[src/rtl/user_code_loader_mem_if.sv]
// Loader/fetch bus of the runtime-loadable instruction store.
// Host side drives bytes and load control; CPU side drives fetch_addr.
interface user_code_loader_mem_if #(
    parameter int WORD_W = 16,
    parameter int ADDR_W = 5
);
    logic              load_start;
    logic              load_end;
    logic [7:0]        in_byte;
    logic              in_valid;
    logic              in_ready;
    logic              code_ready;
    logic              load_err;
    logic [ADDR_W:0]   words_loaded;
    logic [ADDR_W-1:0] fetch_addr;
    logic [WORD_W-1:0] fetch_data;

    modport master (
        output load_start, load_end, in_byte, in_valid, fetch_addr,
        input  in_ready, code_ready, load_err, words_loaded, fetch_data
    );

    modport slave (
        input  load_start, load_end, in_byte, in_valid, fetch_addr,
        output in_ready, code_ready, load_err, words_loaded, fetch_data
    );
endinterface

[src/rtl/user_code_loader_mem.sv]
// Runtime-loadable instruction store: packs a byte stream into 16-bit words
// and serves registered fetches, holding the CPU off while a load runs.
// Ports: clk, rst_n (async active-low), bus (slave modport):
//   load_start/load_end/in_byte/in_valid/in_ready  host byte link
//   code_ready/load_err/words_loaded               load status
//   fetch_addr/fetch_data                          CPU fetch (1-cycle latency)
module user_code_loader_mem #(
    parameter int WORD_W = 16,
    parameter int DEPTH  = 32,
    parameter int ADDR_W = 5
) (
    input  logic                 clk,
    input  logic                 rst_n,
    user_code_loader_mem_if.slave bus
);
    typedef enum logic [1:0] {
        IDLE    = 2'd0,
        LOAD_HI = 2'd1,
        LOAD_LO = 2'd2
    } state_e;

    localparam logic [ADDR_W:0] FULL = (ADDR_W + 1)'(DEPTH);

    state_e            state_q, state_d;
    logic [ADDR_W:0]   ptr_q, ptr_d;
    logic [7:0]        hi_q, hi_d;
    logic              err_q, err_d;
    logic              rdy_q, rdy_d;
    logic [WORD_W-1:0] fetch_q;
    logic [WORD_W-1:0] mem_q [DEPTH];
    logic              we;
    logic [WORD_W-1:0] wdata;
    logic              full;

    assign full = (ptr_q == FULL);

    always_comb begin
        state_d = state_q;
        ptr_d   = ptr_q;
        hi_d    = hi_q;
        err_d   = err_q;
        we      = 1'b0;
        wdata   = '0;
        // Image becomes visible one cycle after the FSM is back in IDLE.
        rdy_d   = (state_q == IDLE);
        case (state_q)
            IDLE: ;
            LOAD_HI: begin
                if (bus.load_end) begin
                    state_d = IDLE;
                end else if (full) begin
                    state_d = IDLE;
                    if (bus.in_valid) err_d = 1'b1;
                end else if (bus.in_valid) begin
                    hi_d    = bus.in_byte;
                    state_d = LOAD_LO;
                end
            end
            LOAD_LO: begin
                // Early end with a lone high byte: pad low byte, flag it.
                if (bus.load_end) begin
                    we      = 1'b1;
                    wdata   = {hi_q, 8'h00};
                    ptr_d   = ptr_q + 1'b1;
                    err_d   = 1'b1;
                    state_d = IDLE;
                end else if (bus.in_valid) begin
                    we      = 1'b1;
                    wdata   = {hi_q, bus.in_byte};
                    ptr_d   = ptr_q + 1'b1;
                    state_d = LOAD_HI;
                end
            end
            default: state_d = IDLE;
        endcase
        // Restart overrides everything, including a pending word write.
        if (bus.load_start) begin
            state_d = LOAD_HI;
            ptr_d   = '0;
            err_d   = 1'b0;
            we      = 1'b0;
            rdy_d   = 1'b0;
        end
    end

    always_ff @(posedge clk or negedge rst_n) begin
        if (!rst_n) begin
            state_q <= IDLE;
            ptr_q   <= '0;
            hi_q    <= '0;
            err_q   <= 1'b0;
            rdy_q   <= 1'b1;
        end else begin
            state_q <= state_d;
            ptr_q   <= ptr_d;
            hi_q    <= hi_d;
            err_q   <= err_d;
            rdy_q   <= rdy_d;
        end
    end

    always_ff @(posedge clk or negedge rst_n) begin
        if (!rst_n) begin
            for (int i = 0; i < DEPTH; i++) mem_q[i] <= '0;
        end else if (we) begin
            mem_q[ptr_q[ADDR_W-1:0]] <= wdata;
        end
    end

    // Fetch is gated by code_ready, so it never overlaps a write.
    always_ff @(posedge clk or negedge rst_n) begin
        if (!rst_n) fetch_q <= '0;
        else        fetch_q <= rdy_q ? mem_q[bus.fetch_addr] : '0;
    end

    assign bus.in_ready     = ((state_q == LOAD_HI) && !full)
                            || (state_q == LOAD_LO);
    assign bus.code_ready   = rdy_q;
    assign bus.load_err     = err_q;
    assign bus.words_loaded = ptr_q;
    assign bus.fetch_data   = fetch_q;
endmodule

[src/flat_wrapper.sv]
// flat-port wrapper written by rule: the top's interface ports become plain ports
module user_code_loader_mem_flat 
#(
    parameter int WORD_W = 16,
    parameter int DEPTH  = 32,
    parameter int ADDR_W = 5
)
  (clk, rst_n, bus_load_start, bus_load_end, bus_in_byte, bus_in_valid, bus_fetch_addr, bus_in_ready, bus_code_ready, bus_load_err, bus_words_loaded, bus_fetch_data);
  user_code_loader_mem_if #(.WORD_W(WORD_W), .ADDR_W(ADDR_W)) bus_i ();
  input  logic clk;
  input  logic rst_n;
  input wire logic [$bits(bus_i.load_start)-1:0] bus_load_start;
  input wire logic [$bits(bus_i.load_end)-1:0] bus_load_end;
  input wire logic [$bits(bus_i.in_byte)-1:0] bus_in_byte;
  input wire logic [$bits(bus_i.in_valid)-1:0] bus_in_valid;
  input wire logic [$bits(bus_i.fetch_addr)-1:0] bus_fetch_addr;
  output wire logic [$bits(bus_i.in_ready)-1:0] bus_in_ready;
  output wire logic [$bits(bus_i.code_ready)-1:0] bus_code_ready;
  output wire logic [$bits(bus_i.load_err)-1:0] bus_load_err;
  output wire logic [$bits(bus_i.words_loaded)-1:0] bus_words_loaded;
  output wire logic [$bits(bus_i.fetch_data)-1:0] bus_fetch_data;
  assign bus_i.load_start = bus_load_start;
  assign bus_i.load_end = bus_load_end;
  assign bus_i.in_byte = bus_in_byte;
  assign bus_i.in_valid = bus_in_valid;
  assign bus_i.fetch_addr = bus_fetch_addr;
  assign bus_in_ready = bus_i.in_ready;
  assign bus_code_ready = bus_i.code_ready;
  assign bus_load_err = bus_i.load_err;
  assign bus_words_loaded = bus_i.words_loaded;
  assign bus_fetch_data = bus_i.fetch_data;
  user_code_loader_mem #(.WORD_W(WORD_W), .DEPTH(DEPTH), .ADDR_W(ADDR_W)) u_core (.clk(clk), .rst_n(rst_n), .bus(bus_i));
endmodule
[config.mk]
export PLATFORM = sky130hd
export DESIGN_NAME = user_code_loader_mem_flat
export DESIGN_NICKNAME = d
export VERILOG_FILES = /design/src/rtl/user_code_loader_mem_if.sv /design/src/rtl/user_code_loader_mem.sv /design/src/flat_wrapper.sv
export SDC_FILE = /design/constraint.sdc
export NUM_CORES = 1
export LEC_CHECK = 0
export BUFFER_PORTS_ARGS = -buffer_cell sky130_fd_sc_hd__clkbuf_2
export CORE_AREA = 4 4 277 225
export DETAILED_ROUTE_END_ITERATION = 10
export DIE_AREA = 0 0 281 229
export PLACE_DENSITY_LB_ADDON = 0.2
export SLEW_MARGIN = 20
export SYNTH_ARGS = -nofsm -noshare
export SYNTH_HDL_FRONTEND = slang
export SYNTH_SLANG_ARGS = --single-unit
[constraint.sdc]
create_clock -name clk -period 3.6 [get_ports clk]
set_input_delay 0.72 -clock clk [delete_from_list [all_inputs] [get_ports clk]]
set_output_delay 0.72 -clock clk [all_outputs]
set_load 0.05 [all_outputs]
Yosys cells after proc, flatten, opt, wreduce, memory -nomap -nowiden --
Index checks and enable logic that the tools add are counted.
Storage, ports and cells: word-level logic and storage cells 100, bits in registers 546, output and inout port bits 25, input port bits 18
Operators by class: $add $sub $neg 1, bitwise operators 4, equal/unequal tests 10, reduce and logical (&&, ||, !) cells 12, order comparisons 3, multiplexer cells 32
Operators by type and width (number):
- $bwmux 512 | 1
- $mux 16 | 7
- $bmux 16 s5 | 1
- $demux 16 s5 | 1
- $mux 6 | 4
- $ge 6x6->1 const B | 2
- $mux 2 | 6
- $not 5->6 | 2
- $mux 1 | 10
- $ne 3x3->1 const B | 3
- $add 6x1->6 const B | 1
- $eq 6x6->1 const B | 1
- $lt 6x1->1 const B | 1
- $pmux 2 s3 | 1
- $reduce_bool 3->1 | 2
- $ne 5x4->1 const B | 1
- $reduce_and 5->1 | 1
- $ne 4x4->1 const B | 1
- $reduce_and 4->1 | 1
- $ne 3x2->1 const B | 1
- $reduce_and 3->1 | 1
- $eq 2x1->1 const B | 1
- $eq 2x2->1 const B | 1
- $logic_and 1x1->1 | 2
- other kinds (8) | 9

Longest topological paths before layout --
Gate-level depths: netlist of run 1.
depth in word-level cells 6, mapped depth 8, depth with buffers taken out 7

Least setup slack after synthesis of run 1 --
No wires, ideal clock.
path kind register to output, start point register u_core.ptr_q[4] (netlist: u_core.bus.words_loaded[4]), end point output port bus_in_ready, arrival time 1618 ps, slack 1262 ps, buffers on the path 1, required time 2880 ps, cell stages (with the launch flop) 5, cells stage by stage dfrtp_1 -> buf_2 -> nor3_4 -> a31oi_1 -> or2_2
On the way: cells in the longest elaborated chain, start to end 4
Ends and longest elaborated chain:
- start: declaration | line user_code_loader_mem.sv:25 | logic [ADDR_W:0] ptr_q, ptr_d;
- start signal: assignment | line user_code_loader_mem.sv:95 | ptr_q <= ptr_d;
- $eq 6x6->1 | line user_code_loader_mem.sv:35 | assign full = (ptr_q == FULL);
- $logic_not 1->1 | line user_code_loader_mem.sv:116 | assign bus.in_ready = ((state_q == LOAD_HI) && !full)
- $logic_and 1x1->1 | line user_code_loader_mem.sv:116
- $logic_or 1x1->1 | line user_code_loader_mem.sv:117 | || (state_q == LOAD_LO);
- end: declaration | line flat_wrapper.sv:17 | output wire logic [$bits(bus_i.in_ready)-1:0] bus_in_ready;
No other way between the ends.

Final worst setup path of run 1 --
Ends and elaborated chain as after synthesis.

==> results of run 1 <==
[layout by cell type, fill, tap and decap left out, types with 2 or more instances in the layout]
cell,Yosys,layout
sky130_fd_sc_hd__dfrtp_1,545,545
sky130_fd_sc_hd__buf_12,0,8
sky130_fd_sc_hd__or2_2,2,2
sky130_fd_sc_hd__buf_4,6,71
sky130_fd_sc_hd__clkbuf_1,158,11
sky130_fd_sc_hd__inv_6,0,2
sky130_fd_sc_hd__nor2b_1,3,3
sky130_fd_sc_hd__bufinv_16,0,4
sky130_fd_sc_hd__nor2_1,19,19
sky130_fd_sc_hd__clkbuf_8,0,14
sky130_fd_sc_hd__mux2i_1,14,14
sky130_fd_sc_hd__nand4_1,2,2
sky130_fd_sc_hd__o221ai_1,16,16
sky130_fd_sc_hd__nor3b_1,3,3
sky130_fd_sc_hd__o21ai_0,513,513
sky130_fd_sc_hd__clkbuf_2,0,38
sky130_fd_sc_hd__nand3_1,2,2
sky130_fd_sc_hd__and3b_1,2,2
sky130_fd_sc_hd__mux4_1,2,2
sky130_fd_sc_hd__clkbuf_16,0,54
sky130_fd_sc_hd__a31oi_1,6,6
sky130_fd_sc_hd__xor2_1,3,3
sky130_fd_sc_hd__inv_1,6,6
sky130_fd_sc_hd__mux2_2,44,44
sky130_fd_sc_hd__a22oi_1,4,4
sky130_fd_sc_hd__ha_1,7,7
sky130_fd_sc_hd__a221oi_1,12,12
sky130_fd_sc_hd__nor3b_2,4,4
sky130_fd_sc_hd__nand2_1,570,570
sky130_fd_sc_hd__and3_1,2,2
sky130_fd_sc_hd__mux4_2,126,126
sky130_fd_sc_hd__clkinv_2,0,14
sky130_fd_sc_hd__a21oi_1,16,16
[worst max path at each step]
stage                                     end  depth (start not counted)  slack, ns                  startpoint
finish                           bus_in_ready                          4       0.51  u_core.bus.words_loaded[4]
floorplan                        bus_in_ready                          4       1.26  u_core.bus.words_loaded[4]
CTS                              bus_in_ready                          4       0.50  u_core.bus.words_loaded[4]
global route                     bus_in_ready                          4       0.43  u_core.bus.words_loaded[4]
detailed placement  u_core.bus.fetch_data[15]                          7       0.54           bus_fetch_addr[1]
global placement    u_core.bus.fetch_data[15]                          7       0.53           bus_fetch_addr[1]
[metrics by stage]
step / total power (W) / worst slack, ns / cells / instance area [µm²] / hold slack [ns]
5_1_grt: 0.0131 / 0.434 / 2933 / 26400 / 0.0659
3_3_place_gp: 0.00693 / 0.530 / 2832 / 24600 / 0.456
6_report: 0.0126 / 0.513 / 2934 / 26400 / 0.0727
2_1_floorplan: 0.00664 / 1.26 / 2131 / 23600 / 0.424
4_1_cts: 0.0127 / 0.502 / 2933 / 26400 / 0.0524
3_5_place_dp: 0.00694 / 0.541 / 2832 / 24600 / 0.465
[per-layer routing]
| layer | up-vias | part of all wire (%) |
|---|---|---|
| li1 | 7348 | - |
| met1 | 8145 | 47 |
| met2 | 408 | 45 |
| met3 | 81 | 6.4 |
| met4 | 0 | 2.1 |
| met5 | - | 0 |
[registers in the layout (all words and copies together) (netlist names)]
signal and cells:
u_core.hi_q 8, u_core.bus.code_ready 1, u_core.bus.words_loaded 6, u_core.bus.load_err 1, u_core.mem_q 512, u_core.state_q 2, u_core.bus.fetch_data 16
[kinds of logic after synthesis]
group                      after synthesis
muxes                                  186
xor gates and xnor gates                 3
DFF                                    546
AOI/OAI and AO/OA                      571
and+or+nand+nor                        615
buffers and inverters                  203
adders and majority gates                7
[power breakdown]
part	internal, W	switching [W]
clock	0.00332	0.00246
sequential	0.00618	0.0000436
combinational	0.000168	0.000413
total	0.00968	0.00291
[area by class of cell]
type                    count  area (µm²)
fillers                  5507       32900
flip-flops and latches    546       13700
multi-input cells        1382        9050
clock buffers              78        1570
well taps                 779         975
repair buffers            119         912
clock inverters            23         240
inverters                   6        22.5
diodes                      1        2.50
[worst max-delay path, stage by stage, from the launching register on]
cell                       delay [ns]
sky130_fd_sc_hd__dfrtp_1         0.53
sky130_fd_sc_hd__nor3_4          0.40
sky130_fd_sc_hd__a31oi_1         0.23
sky130_fd_sc_hd__or2_2           0.35
sky130_fd_sc_hd__clkbuf_2        0.25
==> results by stage, run 1 <==
Clocking:
- No sink is reached through more buffers than the 3 on the longest clock path.
- After clock tree synthesis, the clock-pin slew on the worst setup and hold paths is 0.06 ns.
- TritonCTS built the clock tree.
- The tree is rooted in a sky130_fd_sc_hd__clkbuf_16.
- The clock net in this run drives a total of 546 sinks.
- The H-tree level count is 2.
- Clock tree synthesis inserted a total of 54 buffers.
- In this run, post-CTS hold repair placed 0 buffers.
- The total setup buffers inserted after CTS is 0.
- The clock latency on the worst-skew pair is about 0.61 ns.
- Post-CTS repair changed the size of 0 cells.

Synth:
- The commonest cells after synthesis are sky130_fd_sc_hd__nand2_1, sky130_fd_sc_hd__dfrtp_1, sky130_fd_sc_hd__o21ai_0.
- The dominant cell by count in the synthesized netlist is sky130_fd_sc_hd__nand2_1.
- After synthesis, the netlist uses 41 different library cells.
- The number of register bits inferred by synthesis is roughly 550.
- The share of the synthesized netlist area taken by xor and xnor gates is 0.111%.
- After Yosys synthesis, full adders, half adders and majority gates account for less than 1% of the synthesized area.
- The number of nets handed over by synthesis was approximately 2200.
- Yosys printed 0 warnings.
- The top cell type by area accounts for between 50% and 60% of the synthesized area.
- The synthesized instance count is 2131.
- After synthesis, the share of flip-flops with an asynchronous set or reset is 100%.
- The synthesized netlist devotes 12.7% of its cell area to compound gates.
- The share of synthesized area occupied by flip-flops and latches is between 50% and 60%.
- After synthesis the cells add up to approximately 24000 µm².
- Each instance of the synthesized netlist takes up on average between 10 and 15 µm².
- The number of enable flip-flop cells after synthesis is 0.
- The combinational family with the most area after synthesis is multiplexers.
- For this run, the leading register cell type out of synthesis is sky130_fd_sc_hd__dfrtp_1.
- Multiplexer cells account for around 15% of the synthesized area.
- The fraction of the mapped netlist area in simple logic gates is between 10% and 20%.
- By area the synthesized netlist is led by sky130_fd_sc_hd__dfrtp_1, sky130_fd_sc_hd__mux4_2, sky130_fd_sc_hd__o21ai_0.
- Summed over all instances, the cell type with the most area after synthesis is sky130_fd_sc_hd__dfrtp_1.

Placed design:
- Once detailed placement completed, the half-perimeter wirelength came to between 30000 and 40000 µm.
- Buffers placed on the I/O ports in this run total between 40 and 50.
- The last weighted congestion value of the routability-driven placer is around 0.79.

Worst setup path:
- The critical setup path kind is reg -> out.
- STA classifies the critical path startpoint as a register.
- The flop-to-flop setup slack is 1.19 ns.
- The startpoint of the worst register-to-register path is u_core.state_q[0].
- Data on the critical path is required at its endpoint by between 2 and 3 ns.
- The endpoint identified for the worst register-to-register timing path is u_core.mem_q[120].
- The worst endpoint data arrival time is roughly 2.4 ns.
- In this run the worst path has a maximum fanout of 10.
- The worst register-to-register path has a depth of 8.
- The worst setup path is captured at an output port.

Run:
- The max-cap check violation count is 0.

Timing:
- The transition time at the pin with the least slew margin is approximately 0.8 ns.
- The final max-slew violation count is 0.
- The count of endpoints failing hold in the final timing report was 0.
- The worst path uses between 80 and 90% of the clock period.
- The tightest slew margin relative to the limit is a little under half.
- Between clock sinks in the finished design, the worst skew comes to around 0.030 ns.
- After layout, the minimum clock period comes to ~3.1 ns.
- The fmax is 324 MHz.
- Setup total negative slack on the finished layout was measured at 0 ns.
- Setup repair after global routing left no endpoint under its margin.
- Setup violations remaining at the end of the flow were counted as 0.

Power and ir drop:
- The power per unit of standard cell area is approximately 480 nW/µm².
- The maximum ir drop on the vdd rail is 0.345 mV.
- In this run the static leakage power is 11.5 nW.

GRT:
- For met1 alone, demand over resource in global routing was between 30% and 40%.
- The via count of the first global-routing pass came to 16100.
- The number of antenna violations at the first check in global routing is 1.
- Global routing consumed, over all layers together, roughly a fifth of the routing resources.
- The largest net degree at the start of global routing is between 100 and 150.
- Global routing finished with a remaining overflow of 0.
- For this run, global-route usage on met3 was measured as ~4.6%.
- The first global-routing pass estimated 102000 µm of wire.
- The most heavily used metal layer in global routing is met2.
- Global routing consumed, on the met2 layer, between 30% and 40% of the routing resources.

Routing:
- In the routed layout, each cell is associated on average with a via count of about 5.4.
- After detailed routing, the number of remaining DRC violations is 0.
- The wire length per cell is around 22 µm.
- The total via count after detailed routing is between 15000 and 20000.
- In this run, the number of DRC markers left after iteration 0 of detailed routing was approximately 1100.
- After detailed routing, the total wire length is approximately 65000 µm.
- The number of detailed-routing iterations run before antenna repair is 5.
- The residual antenna-violating net count after detailed routing is 0.

Final layout:
- Cells with a size suffix above 1 make up 18.1% of the layout.
- The area added between synthesis and finish is 12.1%.
- The total number of nets in the final design is between 2000 and 2500.
- Measured on the finished design, the core utilization comes to around 45%.

Die:
- The standard-cell row count is 80.
- The initial utilization of the core area, before any placement, comes to 39.7%.
- The die is between 200 and 300 µm wide.
- The core area is 59400 µm².
- The height of the die is between 200 and 250 µm.
- The area enclosed by the die boundary is approximately 64000 µm².
- The boundary pin count is 43.

Outcome:
- The flow ran to the end, and the final reports show no timing, DRC or antenna violations.

Hold path:
- The class of the tightest hold or removal check is in -> async.
(Power assumes the default switching activity.)
==> inputs of run 2 (changes only) <==
--- a/config.mk
+++ b/config.mk
@@ -5,10 +5,11 @@
 export SDC_FILE = /design/constraint.sdc
 export NUM_CORES = 1
 export LEC_CHECK = 0
+export ABC_AREA = 1
 export BUFFER_PORTS_ARGS = -buffer_cell sky130_fd_sc_hd__clkbuf_2
-export CORE_AREA = 4 4 277 225
+export CORE_AREA = 4 4 285 231
 export DETAILED_ROUTE_END_ITERATION = 10
-export DIE_AREA = 0 0 281 229
+export DIE_AREA = 0 0 289 235
 export PLACE_DENSITY_LB_ADDON = 0.2
 export SLEW_MARGIN = 20
 export SYNTH_ARGS = -nofsm -noshare
==> run 2 against run 1 <==
Sequential cell count unchanged. Non-clock buffer count increased by 4. Via count grew 32%. Sequential share of layout area decreased by 2.4 points. Maximum frequency down 0.26%. Final area grew 4.8%. First-iteration DRC count up 83%. Critical endpoint unchanged. Largest cell class unchanged.
==> results by stage, run 2 <==
Outcome:
- The flow ran to the end, and the final reports show no timing, DRC or antenna violations.

Synth:
- The synthesized instance count came to 3141 (+47%).
- In the post-synthesis netlist, the biggest area contributors are sky130_fd_sc_hd__dfrtp_1, sky130_fd_sc_hd__nand2_1, sky130_fd_sc_hd__a21oi_1.
- The synthesis warning total came to 0 (unchanged).
- The async set-reset flop share out of synthesis is 100% (unchanged).
- The dominant cell by count in the synthesized netlist is sky130_fd_sc_hd__nand2_1.
- The number of register bits inferred by synthesis is 546 (unchanged).
- The mean instance size in the synthesized netlist was 7.94 µm² (-28%).
- The summed instance area of the synthesized netlist is 24900 µm² (+5.8%).
- Among all flip-flop cells after synthesis, the most frequent one is sky130_fd_sc_hd__dfrtp_1.
- The fraction of post-synthesis cell area in the top cell type by area was 54.7% (-3.1 points).
- The number of enable flip-flop cells after synthesis came to 0 (unchanged).
- The post-synth net total is 3166 (+47%).
- The share of synthesized area occupied by flip-flops and latches is 54.8% (-3.2 points).
- The number of distinct library cell variants in the gate-level netlist after synthesis came to 26 (-37%).
- The commonest cells after synthesis are sky130_fd_sc_hd__nand2_1, sky130_fd_sc_hd__dfrtp_1, sky130_fd_sc_hd__nor2_1.
- The largest total area in the synthesized netlist belongs to sky130_fd_sc_hd__dfrtp_1.

Final layout:
- The final cell count without fillers is 3941 (+34%).
- In the layout the commonest cells are sky130_fd_sc_hd__nand2_1, sky130_fd_sc_hd__dfrtp_1, sky130_fd_sc_hd__nor2_1, sky130_fd_sc_hd__a21oi_1, sky130_fd_sc_hd__nand3_1.
- The area added between synthesis and finish is 11.1%.
- The number of flip-flops under the largest register name is 512 (unchanged).
- The share of layout cells above drive strength 1 came to 7.87% (-10 points).
- The number of antenna cells inserted is 0 (-1).
- The total number of nets in the final design was 3083 (+44%).
- Ranked by flip-flop count, first place goes to u_core.mem_q.
- The most common cell after layout, fill and taps aside is sky130_fd_sc_hd__nand2_1.
- The finished layout cell area came to 27700 µm² (+4.8%).

Clocking:
- The hold buffer count at CTS is 0 (unchanged).
- TritonCTS built the clock tree.
- The clock transition at the register clock pins on the worst setup and hold paths after CTS was 0.06 ns (about the same).
- The number of gates resized after CTS is 0 (unchanged).
- The clock latency on the worst-skew pair is 0.61 ns (about the same).
- The clock root buffer is sky130_fd_sc_hd__clkbuf_16.
- The H-tree level count is 2 (unchanged).
- The TritonCTS buffer count is 56 (+3.7%).
- The total setup buffers inserted after CTS is 0 (unchanged).
- The maximum clock path buffer count is 3 (unchanged).
- The clock sink total is 546 (unchanged).

Timing:
- The final max-slew violation count is 0 (unchanged).
- The setup total negative slack is 0 ns (unchanged).
- The share of the clock period used by the worst path after layout is 86.0% (+0.23 points).
- The setup skew after layout is 0.0260 ns (-0.00407 ns).
- Setup repair after global routing left no endpoint under its margin.
- The number of endpoints failing setup at the final stage is 0 (unchanged).
- The fmax came to 323 MHz (-0.26%).
- The count of endpoints failing hold in the final timing report is 0 (unchanged).
- The tightest slew margin relative to the limit is 43.6% (-4.2 points).
- The transition time at the pin with the least slew margin is 0.846 ns (+0.0625 ns).
- The shortest period the worst path allows is 3.09 ns (+0.00812 ns).

Placed design:
- The detailed placer's ending HPWL is 45800 µm (+15%).
- The post-placement cell area was 25900 µm² (+5.2%).
- The last weighted congestion value of the routability-driven placer is 0.800 (+1.5%).
- The count of input and output buffers is 42 (unchanged).
- The post-placement cell count came to 3840 (+36%).

Die:
- The x dimension of the die is 289 µm (+2.8%).
- The boundary pin count is 43 (unchanged).
- The area enclosed by the die boundary was 67900 µm² (+5.5%).
- The core area is 62600 µm² (+5.4%).
- The starting utilization of the core area is 39.8% (+0.12 points).
- The standard-cell row count is 82 (+2.5%).
- The height of the die is 235 µm (+2.6%).

Routing:
- The final routed DRC violation total was 0 (unchanged).
- The wire length per cell is 19.6 µm (-12%).
- The aggregate routed wire length is 77300 µm (+19%).
- The number of vias per cell after detailed routing is 5.34 (-2.0%).
- The initial detailed-routing violation count is 2084 (+83%).
- The total via count after detailed routing was 21000 (+32%).
- The residual antenna-violating net count after detailed routing is 0 (unchanged).
- The number of detailed-routing iterations run before antenna repair is 6 (+1).

Worst setup path:
- The buffers plus inverters on the worst setup path came to 2 (+1).
- The delay of the slowest critical-path stage came to 0.51 ns (-0.02 ns).
- The cell with the largest stage delay on the worst path is sky130_fd_sc_hd__dfrtp_1.
- The signal on the critical path passes through inv_1 -> nand2_2 -> nor2_1 -> nand3_1 -> nand2_1 -> nand2_1 -> clkbuf_2.
- Among the stages of the critical path, the cell type that occurs most often is sky130_fd_sc_hd__nand2_1.
- The worst endpoint data arrival time is 2.37 ns (about the same).
- The highest fanout seen on the critical path is 9 (-1).
- STA classifies the critical path endpoint as an output port.
- The flop-to-flop setup slack came to 1.19 ns (about the same).
- The worst setup path is launched from a register.
- The worst setup path is of the reg -> out kind.
- The required time of the critical path is 2.88 ns (about the same).
- The kind of cell with the highest combined delay on the critical path is simple AND/OR/NAND/NOR gates.

Run:
- The max-cap check violation count was 0 (unchanged).

GRT:
- The total congestion overflow is 0 (unchanged).
- The largest net degree at the start of global routing is 129 (+23%).
- The overall track demand over capacity in global routing is 22.9% (+2.2 points).
- The via count of the first global-routing pass is 20500 (+27%).
- The wire length of the first global-routing pass came to 122000 µm (+20%).
- The number of antenna violations at the first check in global routing is 1 (unchanged).

Power and ir drop:
- The total leakage power is 12.9 nW (+13%).
- The power per unit of standard cell area came to 489 nW/µm² (+2.8%).
- The maximum ir drop on the vdd rail was 0.353 mV (+2.2%).

Hold path:
- The class of the tightest hold or removal check is in -> async.
[run 2: cell types whose count changed after synthesis, sizes merged, moves of 63 or more]
cell,change
a21oi,+343
buf,+105
inv,+63
mux4,-128
nand2,+285
nand3,+347
nor2,+436
o21ai,-308
[run 2: cell families after synthesis]
logic type	Yosys count	share of synthesized area, %
buffers and inverters	333	5.67
flip-flops	546	54.8
AND/OR/NAND/NOR	1676	27.4
adder cells (fa/ha/maj)	7	0.351
AO/OA/AOI/OAI	579	11.8
[run 2: layer usage]
metal | vias up | GRT usage, % | part of all wire (%)
met4 | 0 | 6.30 | 2.7
met3 | 115 | 3.70 | 6.7
met2 | 680 | 34.7 | 44
met5 | - | 0 | 0
li1 | 10000 | - | -
met1 | 10200 | 34.0 | 46
[run 2: path summary, 6_finish.rpt]
check                                      startpoint                   to  cells after the start
hold / removal                                  rst_n    u_core.mem_q[428]                      1
setup reg to reg                    u_core.state_q[0]    u_core.mem_q[467]                     12
min in group clk                       bus_load_start  u_core.bus.load_err                      2
max in group asynchronous                       rst_n    u_core.mem_q[318]                      2
hold reg to reg                     u_core.mem_q[342]    u_core.mem_q[342]                      2
setup / recovery           u_core.bus.words_loaded[4]         bus_in_ready                      7
[run 2: metrics by stage]
| stage | setup WS, ns | util, % | total power, W | hold WS, ns |
|---|---|---|---|---|
| 2_1_floorplan | 1.14 | - | 0.00736 | 0.424 |
| 3_3_place_gp | 0.675 | 41.4 | 0.00785 | 0.466 |
| 3_5_place_dp | 0.693 | 41.4 | 0.00789 | 0.473 |
| 4_1_cts | 0.479 | 44.3 | 0.0137 | 0.0782 |
| 5_1_grt | 0.332 | 44.3 | 0.0141 | 0.0965 |
| 6_report | 0.505 | 44.3 | 0.0136 | 0.0832 |
[run 2: report_power, final]
group,internal [W],switching (W),total (W),leakage (nW)
combinational,0.000347,0.000874,0.00122,4.65
sequential,0.00638,0.000168,0.00655,7.38
clock,0.00329,0.00249,0.00578,0.885
total,0.0100,0.00353,0.0136,12.9
[run 2: final cells by class]
class	instances	area, µm²
clock buffer	86	1650
clock inverter	15	145
fill	6255	34900
inverter	69	269
multi-input combinational	2262	9930
sequential	546	13700
tap	840	1050
timing repair buffer	123	990
